File: src/rtl/mem_io_ctrl.sv
// mem_io_ctrl: CPU-side transfer controller for an asynchronous SRAM plus memory-mapped switch/hex IO.
//
// Ports:
//   Clk, Reset          clock (rising edge) and asynchronous active-low reset
//   Req, Wr, Addr, Wdata CPU request, sampled only while IDLE
//   Rdata, Ready, Busy  registered read result, one-cycle completion pulse, not-IDLE flag
//   Switches, Hex       switch input read and hex display written at IO_ADDR (all ones)
//   Mem_CE/UB/LB/OE/WE  active-low SRAM strobes, active only in ACCESS
//   SRAM_ADDR           address latched at accept
//   Data_to_SRAM, Data_from_SRAM, Drive_EN  SRAM data bus halves and tristate enable
//   LED                 only with MEM_IO_LED_EN: 12-bit register written at IO_ADDR-1
module mem_io_ctrl #(
    parameter int DATA_W     = 16,
    parameter int ADDR_W     = 20,
    parameter int HEX_DIGITS = 4,
    parameter int WAIT_CYC   = 2
) (
    input  logic                    Clk,
    input  logic                    Reset,
    input  logic                    Req,
    input  logic                    Wr,
    input  logic [ADDR_W-1:0]       Addr,
    input  logic [DATA_W-1:0]       Wdata,
    output logic [DATA_W-1:0]       Rdata,
    output logic                    Ready,
    output logic                    Busy,
    input  logic [DATA_W-1:0]       Switches,
    output logic [4*HEX_DIGITS-1:0] Hex,
    output logic                    Mem_CE,
    output logic                    Mem_UB,
    output logic                    Mem_LB,
    output logic                    Mem_OE,
    output logic                    Mem_WE,
    output logic [ADDR_W-1:0]       SRAM_ADDR,
    output logic [DATA_W-1:0]       Data_to_SRAM,
    input  logic [DATA_W-1:0]       Data_from_SRAM,
    output logic                    Drive_EN
`ifdef MEM_IO_LED_EN
    ,
    output logic [11:0]             LED
`endif
);
    typedef enum logic [1:0] {IDLE, ACCESS, DONE} state_t;
    localparam logic [ADDR_W-1:0] IO_ADDR = '1;
    state_t state, state_nx;
    logic [3:0] cnt;
    logic wr_q;
    logic [DATA_W-1:0] wdata_q;
    logic io_hit;
    logic accept;
`ifdef MEM_IO_LED_EN
    localparam logic [ADDR_W-1:0] LED_ADDR = {{(ADDR_W-1){1'b1}}, 1'b0};
    assign io_hit = (Addr == IO_ADDR) || (Addr == LED_ADDR);
`else
    assign io_hit = Addr == IO_ADDR;
`endif
    assign accept       = (state == IDLE) && Req;
    assign Data_to_SRAM = wdata_q;
    always_comb begin
        state_nx = state;
        Mem_CE   = 1'b1;
        Mem_UB   = 1'b1;
        Mem_LB   = 1'b1;
        Mem_OE   = 1'b1;
        Mem_WE   = 1'b1;
        Drive_EN = 1'b0;
        Ready    = 1'b0;
        Busy     = state != IDLE;
        unique case (state)
            IDLE:    state_nx = Req ? (io_hit ? DONE : ACCESS) : IDLE;
            ACCESS: begin
                Mem_CE   = 1'b0;
                Mem_UB   = 1'b0;
                Mem_LB   = 1'b0;
                Mem_OE   = wr_q;
                Mem_WE   = !wr_q;
                Drive_EN = wr_q;
                state_nx = (cnt == '0) ? DONE : ACCESS;
            end
            DONE: begin
                Ready    = 1'b1;
                state_nx = IDLE;
            end
            default: state_nx = IDLE;
        endcase
    end
    // IO accesses complete on the accepting edge itself, so the register
    // updates happen there rather than in a dedicated state.
    always_ff @(posedge Clk or negedge Reset) begin
        if (!Reset) begin
            state     <= IDLE;
            cnt       <= '0;
            wr_q      <= 1'b0;
            wdata_q   <= '0;
            SRAM_ADDR <= '0;
            Rdata     <= '0;
            Hex       <= '0;
`ifdef MEM_IO_LED_EN
            LED       <= '0;
`endif
        end else begin
            state <= state_nx;
            if (accept) begin
                SRAM_ADDR <= Addr;
                wr_q      <= Wr;
                wdata_q   <= Wdata;
                cnt       <= 4'(WAIT_CYC - 1);
                if (Addr == IO_ADDR) begin
                    if (Wr) Hex <= Wdata[4*HEX_DIGITS-1:0];
                    else    Rdata <= Switches;
                end
`ifdef MEM_IO_LED_EN
                else if (Addr == LED_ADDR) begin
                    if (Wr) LED <= Wdata[11:0];
                    else    Rdata <= '0;
                end
`endif
            end else if (state == ACCESS) begin
                cnt <= (cnt == '0) ? cnt : cnt - 4'd1;
                if (cnt == '0 && !wr_q) Rdata <= Data_from_SRAM;
            end
        end
    end
endmodule

File: config.mk
export PLATFORM = sky130hd
export DESIGN_NAME = mem_io_ctrl
export DESIGN_NICKNAME = d
export VERILOG_FILES = /design/src/rtl/mem_io_ctrl.sv
export SDC_FILE = /design/constraint.sdc
export NUM_CORES = 1
export LEC_CHECK = 0
export ABC_AREA = 1
export ABC_CLOCK_PERIOD_IN_PS = 1810
export BUFFER_PORTS_ARGS = -buffer_cell sky130_fd_sc_hd__buf_4
export CORE_MARGIN = 2
export CORE_UTILIZATION = 48
export DETAILED_ROUTE_END_ITERATION = 6
export PLACE_DENSITY_LB_ADDON = 0.1
export SETUP_SLACK_MARGIN = 0.15
export SLEW_MARGIN = 20
export SYNTH_ARGS = -nofsm -noshare
export SYNTH_HDL_FRONTEND = slang
export SYNTH_SLANG_ARGS = --single-unit
File: constraint.sdc
create_clock -name Clk -period 1.81 [get_ports Clk]
set_input_delay 0.0905 -clock Clk [delete_from_list [all_inputs] [get_ports Clk]]
set_output_delay 0.0905 -clock Clk [all_outputs]
set_load 0.01 [all_outputs]
==> flow_metrics.env <==
export IMPL_tightest_slew_ps=406
export IMPL_slowest_stage="dfrtp_1"
export IMPL_grt_setup_unrepaired="no"
export IMPL_maxSlewViolCount=0
export IMPL_ioPinCount=148
export IMPL_vias_per_cell=4.84
export IMPL_path_class="flip-flop to flip-flop"
export IMPL_crit_family="simple AND/OR/NAND/NOR gates"
export IMPL_cts_tree="built"
export IMPL_post_route_min_period_ps=1560
export IMPL_yosys_top_cells_area="dfrtp_1 54%, nand2_1 25%, nand4_1 2.9%"
export IMPL_netlist_instances=414
export IMPL_synthDistinctLibCells=26
export IMPL_fmax_mhz=642
export IMPL_io_buffers=147
export IMPL_overflow=0
export IMPL_syn_nets=488
export IMPL_cts_buffers=9
export IMPL_clk_path_buf_depth=2
export IMPL_fillers=511
export IMPL_min_period_over_period=0.860
export IMPL_globalRouteTotalUtil=0.256
export IMPL_start_kind="flip-flop"
export IMPL_place_area_sq_um=4600
export IMPL_synth_area_leader_cell="dfrtp_1"
export IMPL_path_max_fanout=11
export IMPL_coreArea_sq_um=6870
export IMPL_cp_end_kind="flip-flop"
export IMPL_ir_worst_vdd_mv=0.689
export IMPL_grt_max_degree=47
export IMPL_clock_latency_ps=340
export IMPL_row_count=30
export IMPL_crit_chain="nor2_2, nand2_4, buf_4, nor2_4, nor2_8, buf_4, nand3_1, nand2_1"
export IMPL_fin_cells=702
export IMPL_crit_path_max_incr_delay_ps=430
export IMPL_grt_pass1_wl_microns=15500
export IMPL_grt_pass1_vias=3318
export IMPL_detail_route_antenna_nets=0
export IMPL_routed_wl_microns=9720
export IMPL_syn_area_per_cell_sq_um=8.33
export IMPL_wl_per_cell_microns=13.8
export IMPL_cts_sinks=75
export IMPL_die_h_microns=88.8
export IMPL_cp_buffers_inverters=2
export IMPL_dpl_cell_count=643
export IMPL_h_tree_depth=3
export IMPL_worst_ep_required_time_ps=2040
export IMPL_synth_top_area_frac=0.544
export IMPL_dieArea_sq_um=7880
export IMPL_relSlewSlack=0.729
export IMPL_finalWeightedCongestion=0.815
export IMPL_finClkSkew_ps=11.5
export IMPL_drc=0
export IMPL_design_area_sq_um=5270
export IMPL_num_vias=3399
export IMPL_p_leak_nw=2.92
export IMPL_die_x_microns=88.8
export IMPL_num_antenna_cells=0
export IMPL_ys_ff_latch=75
export IMPL_setup_tns_ps=0
export IMPL_drt_iter0_drc=159
export IMPL_p_per_area_nw_per_um2=1470
export IMPL_critPathMostFrequentCell="buf_4"
export IMPL_cp_arrival_ps=1780
export IMPL_dpl_hpwl_microns=6380
export IMPL_nNetsFinal=676
export IMPL_layout_drive_gt1_share=0.335
export IMPL_ys_seq_area_frac=0.544
export IMPL_setup_viol=0
export IMPL_hp_class="input port to flip-flop"
export IMPL_initial_core_util=0.502
export IMPL_syn2layout_area_growth_pct=52.7
export IMPL_outcome="complete, no violations"
export IMPL_syn_area_sq_um=3450
export IMPL_cts_clk_slew_worst_paths_ps=70
export IMPL_antenna_found_initial=0
export IMPL_hold_violations=0
export IMPL_drv_cap=0
export IMPL_yosys_warnings=0
export IMPL_cts_root_buffer="clkbuf_8"
export IMPL_first_pass_iters=4
-- final cells by class --
| class | instances | area (sq um) | share of cell area |
|---|---|---|---|
| sequential | 75 | 1880 | 0.356 |
| timing repair buffer | 199 | 1610 | 0.305 |
| multi-input combinational | 306 | 1400 | 0.265 |
| clock buffer | 11 | 151 | 0.0287 |
| tap | 96 | 120 | 0.0228 |
| clock inverter | 4 | 73.8 | 0.0140 |
| inverter | 11 | 41.3 | 0.00784 |
-- layout by cell type (no fill, tap or decap), types with 3 or more instances in the layout --
cell type,count
buf_4,159
clkbuf_8,11
dfrtp_1,75
dlygate4sd3_1,37
inv_1,9
nand2_1,228
nand2_2,11
nand3_1,18
nand4_1,16
nor2_1,11
nor2_4,5
o21ai_1,3
-- path summary, 6_finish.rpt --
kind                              from          endpoint  slack, ps  cells after the start
setup reg to reg              state[1]          Rdata[9]        250                      8
hold reg to reg              Rdata[11]         Rdata[11]        470                      2
min in group asynchronous        Reset  Data_to_SRAM[10]        210                      2
max in group asynchronous        Reset          state[1]       1010                      3
hold / removal             Switches[3]          Rdata[3]         70                      5
setup / recovery              state[1]          Rdata[9]        250                      8
-- layer usage --
| metal | vias up | global-route usage | part of all wire |
|---|---|---|---|
| li1 | 1666 | - | - |
| met1 | 1592 | 0.328 | 0.41 |
| met2 | 121 | 0.411 | 0.49 |
| met3 | 20 | 0.0550 | 0.069 |
| met4 | 0 | 0.125 | 0.024 |
| met5 | - | 0 | 0 |
-- sequential cells by signal (all words and copies together) (netlist names) --
register / count
wr_q: 1
state: 2
SRAM_ADDR: 20
Rdata: 16
Hex: 16
Data_to_SRAM: 16
cnt: 4
-- tightest hold or removal path, cell delays in order --
cell     delay, ps
buf_4           70
nand2_1         40
nand2_1         50
nand3_1         70
nand2_1         60
-- power by group --
part	switching, W	internal, W	total [W]
clock	0.000614	0.000845	0.00146
combinational	0.00196	0.00165	0.00361
sequential	0.000372	0.00230	0.00267
-- repair_timing --
item,in CTS,in global routing
hold endpoints to repair,67,0
hold buffers,37,0
buffers inserted,2,4
setup endpoints to repair,32,35
gates resized for setup,1,2
gates cloned,0,1
pin swaps,1,2
-- synth_stat cells (all sizes together) --
library cell and count:
buf 18, clkbuf 5, dfrtp 75, ha 2, inv 11, nand2 241, nand3 20, nand4 16
nor2 18, o21ai 3, o21bai 2, o22ai 1, o31ai 1, xnor2 1
-- metrics by stage --
stage | setup slack (ps) | power, W | hold slack [ps] | util
detailed placement | 104 | 0.00609 | 54.2 | 0.670
floorplan | 364 | 0.00464 | -205 | -
global placement | 140 | 0.00601 | 44.9 | 0.670
global route | 151 | 0.00831 | 83.8 | 0.767
CTS | 172 | 0.00768 | 67.1 | 0.759
finish | 253 | 0.00774 | 73.8 | 0.767
-- kinds of logic (layout without fill, tap and decap cells) --
| family | after synthesis | count (layout) | synth area share |
|---|---|---|---|
| AO/OA/AOI/OAI | 7 | 7 | 0.0160 |
| XOR/XNOR | 1 | 1 | 0.00254 |
| adder cells (fa/ha/maj) | 2 | 2 | 0.00725 |
| buffers and inverters | 34 | 225 | 0.0566 |
| flip-flops | 75 | 75 | 0.544 |
| AND/OR/NAND/NOR | 295 | 296 | 0.374 |
Power figures use the tool's default switching activity.
